===== src/rtl/ocp_arb2_pkg.sv =====
// Shared encodings and types for the two-master OCP arbiter.
package ocp_arb2_pkg;

  // OCP command encodings
  localparam logic [2:0] CMD_IDLE = 3'b000;
  localparam logic [2:0] CMD_WR   = 3'b001;
  localparam logic [2:0] CMD_RD   = 3'b010;

  // OCP response encodings
  localparam logic [1:0] RESP_NULL = 2'b00;
  localparam logic [1:0] RESP_DVA  = 2'b01;
  localparam logic [1:0] RESP_ERR  = 2'b11;

  // Arbitration policies
  localparam int unsigned ARB_RR      = 0;
  localparam int unsigned ARB_FIXED_D = 1;

  typedef enum logic [1:0] {
    ST_IDLE = 2'd0,
    ST_CMD  = 2'd1,
    ST_RESP = 2'd2
  } state_t;

  typedef enum logic {
    MST_I = 1'b0,
    MST_D = 1'b1
  } mst_t;

endpackage


===== src/rtl/ocp_arb2_arb_rr2.sv =====
// Two-way request picker: round-robin or fixed priority to D. Purely combinational.
module arb_rr2
  import ocp_arb2_pkg::*;
(
  input  logic       req_i,
  input  logic       req_d,
  input  mst_t       last_gnt,
  input  logic       mode,
  output logic [1:0] gnt
);

  // gnt[0] selects I, gnt[1] selects D
  always_comb begin
    gnt = 2'b00;
    if (req_i && req_d) begin
      gnt = (mode || (last_gnt == MST_I)) ? 2'b10 : 2'b01;
    end else if (req_d) begin
      gnt = 2'b10;
    end else if (req_i) begin
      gnt = 2'b01;
    end
  end

endmodule


===== src/rtl/ocp_arb2.sv =====
// Two-master (I, D) to one-slave OCP arbiter, one outstanding transaction,
// zero-latency command forwarding and a response watchdog.
module ocp_arb2
  import ocp_arb2_pkg::*;
#(
  parameter int unsigned ARB_MODE   = 0,
  parameter int unsigned TIMEOUT    = 255,
  parameter int unsigned TMR_WIDTH  = 8,
  parameter int unsigned ADDR_WIDTH = 32,
  parameter int unsigned DATA_WIDTH = 32,
  parameter int unsigned BEN_WIDTH  = 4
) (
  input  logic                  clk,
  input  logic                  nrst,
  input  logic [ADDR_WIDTH-1:0] i_I_MAddr,
  input  logic [2:0]            i_I_MCmd,
  input  logic [DATA_WIDTH-1:0] i_I_MData,
  input  logic [BEN_WIDTH-1:0]  i_I_MByteEn,
  output logic                  o_I_SCmdAccept,
  output logic [DATA_WIDTH-1:0] o_I_SData,
  output logic [1:0]            o_I_SResp,
  input  logic [ADDR_WIDTH-1:0] i_D_MAddr,
  input  logic [2:0]            i_D_MCmd,
  input  logic [DATA_WIDTH-1:0] i_D_MData,
  input  logic [BEN_WIDTH-1:0]  i_D_MByteEn,
  output logic                  o_D_SCmdAccept,
  output logic [DATA_WIDTH-1:0] o_D_SData,
  output logic [1:0]            o_D_SResp,
  output logic [ADDR_WIDTH-1:0] o_P_MAddr,
  output logic [2:0]            o_P_MCmd,
  output logic [DATA_WIDTH-1:0] o_P_MData,
  output logic [BEN_WIDTH-1:0]  o_P_MByteEn,
  input  logic                  i_P_SCmdAccept,
  input  logic [DATA_WIDTH-1:0] i_P_SData,
  input  logic [1:0]            i_P_SResp
);

  state_t               state_q, state_d;
  mst_t                 owner_q, owner_d;
  mst_t                 last_gnt_q, last_gnt_d;
  logic [TMR_WIDTH-1:0] cnt_q, cnt_d;

  logic                  req_i, req_d;
  logic [1:0]            gnt;
  logic                  tmo;
  logic                  owner_req;
  logic                  fwd;
  mst_t                  sel;
  logic                  acc;
  logic [1:0]            resp;
  logic [DATA_WIDTH-1:0] sdata;

  assign req_i     = (i_I_MCmd != CMD_IDLE);
  assign req_d     = (i_D_MCmd != CMD_IDLE);
  assign owner_req = (owner_q == MST_D) ? req_d : req_i;
  assign tmo       = (TIMEOUT != 0) && (cnt_q == TMR_WIDTH'(TIMEOUT));

  arb_rr2 u_pick (
    .req_i    (req_i),
    .req_d    (req_d),
    .last_gnt (last_gnt_q),
    .mode     (ARB_MODE == ARB_FIXED_D),
    .gnt      (gnt)
  );

  // State, ownership and watchdog registers
  always_ff @(posedge clk or negedge nrst) begin
    if (!nrst) begin
      state_q    <= ST_IDLE;
      owner_q    <= MST_I;
      last_gnt_q <= MST_D;
      cnt_q      <= '0;
    end else begin
      state_q    <= state_d;
      owner_q    <= owner_d;
      last_gnt_q <= last_gnt_d;
      cnt_q      <= cnt_d;
    end
  end

  // Next state, grant, command forwarding and response routing
  always_comb begin
    state_d    = state_q;
    owner_d    = owner_q;
    last_gnt_d = last_gnt_q;
    cnt_d      = '0;
    fwd        = 1'b0;
    sel        = owner_q;
    acc        = 1'b0;
    resp       = RESP_NULL;
    sdata      = '0;
    case (state_q)
      ST_IDLE: begin
        if (gnt != 2'b00) begin
          sel        = gnt[1] ? MST_D : MST_I;
          fwd        = 1'b1;
          owner_d    = sel;
          last_gnt_d = sel;
          if (i_P_SCmdAccept) begin
            acc = 1'b1;
            if (i_P_SResp != RESP_NULL) begin
              resp  = i_P_SResp;
              sdata = i_P_SData;
            end else begin
              state_d = ST_RESP;
            end
          end else begin
            state_d = ST_CMD;
          end
        end
      end
      ST_CMD: begin
        if (!owner_req) begin
          // owner withdrew its command: abandon quietly
          state_d = ST_IDLE;
        end else begin
          fwd = 1'b1;
          if (tmo) begin
            acc     = 1'b1;
            resp    = RESP_ERR;
            state_d = ST_IDLE;
          end else if (i_P_SCmdAccept) begin
            acc = 1'b1;
            if (i_P_SResp != RESP_NULL) begin
              resp    = i_P_SResp;
              sdata   = i_P_SData;
              state_d = ST_IDLE;
            end else begin
              state_d = ST_RESP;
            end
          end else begin
            cnt_d = TMR_WIDTH'(cnt_q + 1'b1);
          end
        end
      end
      ST_RESP: begin
        if (tmo) begin
          resp    = RESP_ERR;
          state_d = ST_IDLE;
        end else if (i_P_SResp != RESP_NULL) begin
          resp    = i_P_SResp;
          sdata   = i_P_SData;
          state_d = ST_IDLE;
        end else begin
          cnt_d = TMR_WIDTH'(cnt_q + 1'b1);
        end
      end
      default: state_d = ST_IDLE;
    endcase
    // all outputs idle while reset is held
    if (!nrst) begin
      fwd   = 1'b0;
      acc   = 1'b0;
      resp  = RESP_NULL;
      sdata = '0;
    end
  end

  // Slave-side command mux
  always_comb begin
    o_P_MCmd    = CMD_IDLE;
    o_P_MAddr   = '0;
    o_P_MData   = '0;
    o_P_MByteEn = '0;
    if (fwd) begin
      if (sel == MST_D) begin
        o_P_MCmd    = i_D_MCmd;
        o_P_MAddr   = i_D_MAddr;
        o_P_MData   = i_D_MData;
        o_P_MByteEn = i_D_MByteEn;
      end else begin
        o_P_MCmd    = i_I_MCmd;
        o_P_MAddr   = i_I_MAddr;
        o_P_MData   = i_I_MData;
        o_P_MByteEn = i_I_MByteEn;
      end
    end
  end

  // Master-side response demux: only the selected master sees accept/response
  always_comb begin
    o_I_SCmdAccept = acc && (sel == MST_I);
    o_I_SResp      = (sel == MST_I) ? resp : RESP_NULL;
    o_I_SData      = (sel == MST_I) ? sdata : '0;
    o_D_SCmdAccept = acc && (sel == MST_D);
    o_D_SResp      = (sel == MST_D) ? resp : RESP_NULL;
    o_D_SData      = (sel == MST_D) ? sdata : '0;
  end

endmodule

===== config.mk =====
export PLATFORM = sky130hd
export DESIGN_NAME = ocp_arb2
export DESIGN_NICKNAME = d
export VERILOG_FILES = /design/src/rtl/ocp_arb2_pkg.sv /design/src/rtl/ocp_arb2_arb_rr2.sv /design/src/rtl/ocp_arb2.sv
export SDC_FILE = /design/constraint.sdc
export NUM_CORES = 1
export LEC_CHECK = 0
export ABC_AREA = 1
export CAP_MARGIN = 30
export CORE_AREA = 2 2 124 126
export CTS_BUF_LIST = sky130_fd_sc_hd__clkbuf_2
export CTS_CLUSTER_SIZE = 12
export DETAILED_ROUTE_END_ITERATION = 8
export DIE_AREA = 0 0 126 128
export SYNTH_ARGS = -nofsm -noshare
export SYNTH_HDL_FRONTEND = slang
export SYNTH_HIERARCHICAL = 1
export SYNTH_SLANG_ARGS = --single-unit

===== constraint.sdc =====
create_clock -name clk -period 2.82 [get_ports clk]
set_clock_uncertainty 0.05 [all_clocks]
set_input_delay 0.705 -clock clk [delete_from_list [all_inputs] [get_ports clk]]
set_output_delay 0.705 -clock clk [all_outputs]
set_load 0.01 [all_outputs]

## Word-level counts from Yosys, hierarchy flattened

Cells that the tools add are included.
W data, S select, Z words.

- Reductions and logical operators: 10
- Mux-type cells: 62
- Bitwise gates (word level): 1
- Add/subtract/negate cells: 1
- Eq/ne operators: 7

Operators by type and width:

| operator | count |
|---|---|
| $mux W32 | 13 |
| $pmux W32 S3 | 1 |
| $mux W2 | 21 |
| $mux W8 | 5 |
| $pmux W8 S2 | 1 |
| $mux W1 | 13 |
| $pmux W2 S3 | 2 |
| $add A8 B1 Y8 const B | 1 |
| $eq A8 B8 Y1 const B | 1 |
| $mux W4 | 2 |
| $mux W3 | 2 |
| $ne A3 B3 Y1 const B | 2 |
| $reduce_bool A3 Y1 | 2 |
| $ne A4 B4 Y1 const B | 1 |
| $pmux W1 S2 | 2 |
| $reduce_and A4 Y1 | 1 |
| $reduce_bool A2 Y1 | 2 |
| $logic_and A1 B1 Y1 | 3 |
| $eq A2 B1 Y1 const B | 1 |
| $eq A2 B2 Y1 const B | 1 |
| $logic_not A2 Y1 | 1 |
| $ne A2 B2 Y1 const B | 1 |
| $reduce_and A2 Y1 | 1 |
| $not A1 Y1 | 1 |

- Register bits after elaboration: 12
- Output and inout port bits: 141
- Input bits: 179
- Word-level logic and storage cells: 85

## Longest topological paths before layout

- Depth in word-level cells: 9
- Depth in mapped cells: 14
- Mapped depth without buffers: 13

## By module

Netlist, hierarchy kept.

By module, submodules not included:

| module | area an instance (µm²) | cells an instance | sequential area each (µm²) | times used |
|---|---|---|---|---|
| ocp_arb2 | 2546.2 | 510 | 301.5 | 1 |
| arb_rr2 | 32.5 | 6 | 0.0 | 1 |

## Worst setup path before layout

OpenSTA, ideal clock, no wires.

- Path type: input port to output port
- Start point: in i_I_MCmd[0]
- End point: out o_D_SData[10]
- Buffers on the path: 2
- Stages on the path: 11
- Required time: 2.065 ns
- Arrival time: 2.087 ns
- Setup slack: -0.022 ns
- Cell sequence: nor2_1 > nand2_1 > nand2_1 > o21ai_2 > nor2_1 > nor2_4 > o21ai_4 > inv_2 > buf_6 > clkbuf_1 > nor2_1

- Longest elaborated chain between the ends: 9
- Elaborated cells between the ends (all ways): 15
- Those cells by class: mux (12); reduce/logical (3)

RTL lines:

| item | line | RTL |
|---|---|---|
| start: declaration | ocp_arb2.sv:16 | `input logic [2:0] i_I_MCmd,` |
| $reduce_bool A3 Y1 * | ocp_arb2.sv:53 | `assign req_i = (i_I_MCmd != CMD_IDLE);` |
| via req_i | ocp_arb2.sv:43 | `logic req_i, req_d;` |
| $mux W1 | ocp_arb2_arb_rr2.sv:19 | `end else if (req_i) begin` |
| $mux W2 | ocp_arb2_arb_rr2.sv:17 | `end else if (req_d) begin` |
| $mux W2 * | ocp_arb2_arb_rr2.sv:15 | `if (req_i && req_d) begin` |
| via gnt[0] | ocp_arb2.sv:44 | `logic [1:0] gnt;` |
| $reduce_bool A2 Y1 * | ocp_arb2.sv:94 | `if (gnt != 2'b00) begin` |
| $mux W32 | ocp_arb2.sv:94 |  |
| $pmux W32 S3 | ocp_arb2.sv:92 | `case (state_q)` |
| $mux W32 | ocp_arb2.sv:151 | `if (!nrst) begin` |
| $mux W32 * | ocp_arb2.sv:187 | `o_D_SData = (sel == MST_D) ? sdata : '0;` |
| end: declaration | ocp_arb2.sv:27 | `output logic [DATA_WIDTH-1:0] o_D_SData,` |

The timed path passes the listed nets; every way through them passes the cells marked *.

## Final worst setup path

- Start point: in i_D_MCmd[2]
- End point: out o_D_SData[12]

- Longest elaborated chain between the ends: 8
- Elaborated cells between the ends (all ways): 14
- Those cells by class: mux (11); reduce/logical (3)

RTL lines:

| item | line | RTL |
|---|---|---|
| start: declaration | ocp_arb2.sv:23 | `input logic [2:0] i_D_MCmd,` |
| $reduce_bool A3 Y1 * | ocp_arb2.sv:54 | `assign req_d = (i_D_MCmd != CMD_IDLE);` |
| via req_d | ocp_arb2.sv:43 |  |
| $mux W2 or $logic_and A1 B1 Y1 (tied branches) | ocp_arb2_arb_rr2.sv:17, ocp_arb2_arb_rr2.sv:15 |  |
| $mux W2 * | ocp_arb2_arb_rr2.sv:15 |  |
| via gnt[0] | ocp_arb2.sv:44 |  |
| $reduce_bool A2 Y1 * | ocp_arb2.sv:94 |  |
| $mux W32 | ocp_arb2.sv:94 |  |
| $pmux W32 S3 | ocp_arb2.sv:92 |  |
| $mux W32 | ocp_arb2.sv:151 |  |
| $mux W32 * | ocp_arb2.sv:187 |  |

Marked as above.

==> reports/results.tsv <==
metric	value	unit
initial drt markers	281	
die area	16100	sq um
hold_sp	last_gnt_q$_DFFE_PN1P_	
fin crit share	114	%
IO Pins	320	
worst hold slack	0.432	ns
DRT antenna net count	0	
Worst Setup End Kind	primary output	
Worst-path clk slew	0.13	ns
number of global-route vias before repair	4756	
largest vdd supply drop	0.458	mV
share of the synthesized area in the top cell type	30.4	%
hold endpoint	last_gnt_q$_DFFE_PN1P_	
status	finished, violations left	
fmax	312	MHz
Flop pwr share	2.8	%
layout cells sized above 1	54.2	%
RSZ-0062 raised after global routing	yes	
cells after synthesis	516	
Layout Nets	1096	
R2R Path Start	cnt_q[0]$_DFF_PN0_	
total number of vias	5120	
hold depth	2	
DIE WIDTH	126	microns
filler cell count	1398	
Syn. warnings	6	
CTS Buffer Depth	2	
CP max FO	7	
clk sink count	12	
WL final	21.6	mm
Distinct cells, synth	28	
setup TNS	-39.76	ns
Layout area overhead	216	%
initial core utilization	17.3	%
sequential-to-total area share from yosys stat	11.7	%
DR DRC count	0	
Worst setup SP type	input pin	
Reg2Reg Setup Slack	0.95	ns
cell internal pwr	4.16	mW
Worst EP arrival	2.45	ns
min Tclk post-route	3.21	ns
remaining global-route overflow	0	
worst hold path type	flip-flop to flip-flop	
antenna violations before repair	1	
Total GRT Usage	21.8	%
DP Wirelength	12.9	mm
Synth Area per Inst	5.00	sq um
switching share of power	48.7	%
Sw Pwr	3.95	mW
final setup fails	141	
Core Area	14900	sq um
CP required	2.07	ns
Clk Latency, worst-skew pair	0.27	ns
Total Power	8.10	mW
first-pass GRT wire length	27.8	mm
Rows	45	
P_leak	3.70	nW
clk root buf	clkbuf_2	
setup ws final	-0.385	ns
Slew Limit Fails	0	
CTS tree	built	
dominant cells by area after synthesis	nand2_1 30%, a21oi_1 14%, nor2_1 13%	
MaxCap Viol Count	0	
H-tree depth	1	
cell depth of the worst flop-to-flop path	10	
Post-Place Setup Slack	-1.30	ns
IO Port Bufs	319	
Diodes inserted	0	
largest net degree at the start of global routing	45	
final hold violation count	0	
Yosys reg bits	12	
Logic pwr share	96.1	%
CP Class	input pin to primary output	
Num CTS Buffers	3	
die height	128	microns
largest area contributor in the netlist	nand2_1	
Final Wtd Congestion	0.866	
FF-to-FF End	cnt_q[0]$_DFF_PN0_	
DR vias/cell	4.66	
Wirelength per Cell	19.6	microns
post-synthesis cell area	2580	sq um
violated checks	negative setup slack	
Clock power frac	1.1	%
1st-pass router iterations	5	
Pwr Density	996	nW/um^2
==> power by group through the flow <==
stage | logic (mW) | registers (mW) | clock network (mW)
2_1_floorplan | 1.92 | 0.230 | 0
3_3_place_gp | 4.00 | 0.227 | 0
3_5_place_dp | 3.97 | 0.228 | 0
4_1_cts | 5.65 | 0.225 | 0.0916
5_1_grt | 8.17 | 0.229 | 0.102
6_report | 7.79 | 0.224 | 0.0884
==> worst max path at each step <==
stage	startpoint	end	slack (ns)
floorplan	i_I_MCmd[0]	o_D_SData[10]	-0.02
global placement	i_I_MCmd[1]	o_D_SData[31]	-1.30
detailed placement	i_I_MCmd[0]	o_I_SData[31]	-1.30
CTS	i_I_MCmd[1]	o_D_SData[14]	-0.45
global route	i_I_MCmd[0]	o_D_SData[12]	-0.50
finish	i_D_MCmd[2]	o_D_SData[12]	-0.39
==> synthesized netlist by cell type, drive strengths merged <==
cell    instances
a21oi          71
buf            24
clkbuf         15
conb            1
dfrtp          11
dfstp           1
ha              5
inv            22
nand2         210
nand3          13
nand3b          1
nand4           2
nor2           94
nor3            2
nor3b          32
o21ai           8
xnor2           1
xor2            3
==> layout by cell type (no fill, tap or decap), types with 3 or more instances in the layout <==
cell | Yosys | layout
a21oi_1 | 70 | 6
clkdlybuf4s15_2 | 0 | 3
inv_2 | 2 | 5
buf_16 | 0 | 12
nor2_4 | 1 | 18
dfrtp_1 | 11 | 11
nor2_2 | 2 | 23
ha_1 | 5 | 5
nand2_4 | 0 | 31
nand3_1 | 13 | 12
buf_6 | 1 | 47
nand2_8 | 0 | 3
inv_1 | 20 | 16
buf_8 | 0 | 8
buf_12 | 0 | 17
clkbuf_16 | 0 | 15
xor2_1 | 3 | 3
buf_2 | 21 | 107
o21ai_0 | 5 | 3
buf_4 | 2 | 42
clkdlybuf4s50_1 | 0 | 171
nand2_1 | 209 | 120
nor3b_4 | 0 | 5
nor3b_1 | 32 | 4
clkbuf_2 | 0 | 6
nor2_1 | 91 | 53
nor3b_2 | 0 | 23
a21oi_4 | 0 | 13
a21oi_2 | 1 | 52
nand2_2 | 1 | 57
==> sequential cells by signal, indices dropped and copies added (netlist names) <==
| signal | flops |
|---|---|
| owner_q | 1 |
| state_q | 2 |
| last_gnt_q | 1 |
| cnt_q | 8 |
==> metrics by stage <==
stage                     util, %  cell area [sq um]  instances
after floorplan                 -               2580        517
after global placement       42.0               6250       1028
after detailed placement     42.0               6250       1028
after CTS                    44.9               6680       1066
after global routing         54.8               8140       1099
final                        54.8               8140       1099
==> worst max-delay path, cell delays in order <==
cell and delay (ns):
clkdlybuf4s15_2 0.19, inv_2 0.05, nand2_2 0.06, inv_2 0.04, nand2_1 0.06, o21ai_2 0.06
nor2_2 0.14, nor2_4 0.07, o21ai_4 0.22, clkinv_4 0.11, buf_12 0.14, buf_16 0.14
buf_6 0.12, buf_16 0.13, nor2_1 0.07, buf_2 0.13
==> layer usage <==
| layer | track usage [%] | wire (microns) | part of all wire, % | up-vias |
|---|---|---|---|---|
| li1 | - | - | - | 2442 |
| met1 | 28.4 | 8970 | 42 | 2354 |
| met2 | 36.8 | 10200 | 47 | 287 |
| met3 | 5.18 | 1770 | 8.2 | 35 |
| met4 | 4.14 | 577 | 2.7 | 2 |
| met5 | 0 | 13 | 0.060 | - |
==> layout make-up <==
class	count	area, sq um	area share, %
clock buffer	3	15.0	0.184
clock inverter	1	3.75	0.0461
inverter	22	87.6	1.08
multi-input combinational	445	3130	38.5
sequential	12	302	3.70
tap	188	235	2.89
timing repair buffer	428	4360	53.6
==> cells by family (layout without fill, tap and decap cells) <==
logic type	Yosys count	in the layout	share of synthesized area, %
AOI/OAI and AO/OA	79	79	16.1
xor gates and xnor gates	4	4	1.36
adders and majority gates	5	5	2.43
buffers and inverters	61	454	10.5
DFF	12	12	11.7
other	1	2	0.145
and+or+nand+nor	354	355	57.8
==> what timing repair did <==
item | CTS | global route
setup endpoints to repair | 141 | 141
pin swaps | 34 | 61
resized for setup | 664 | 312
hold buffers | 0 | 0
cloned | 14 | 20
buffers inserted | 21 | 16
Power figures use the tool's default switching activity.
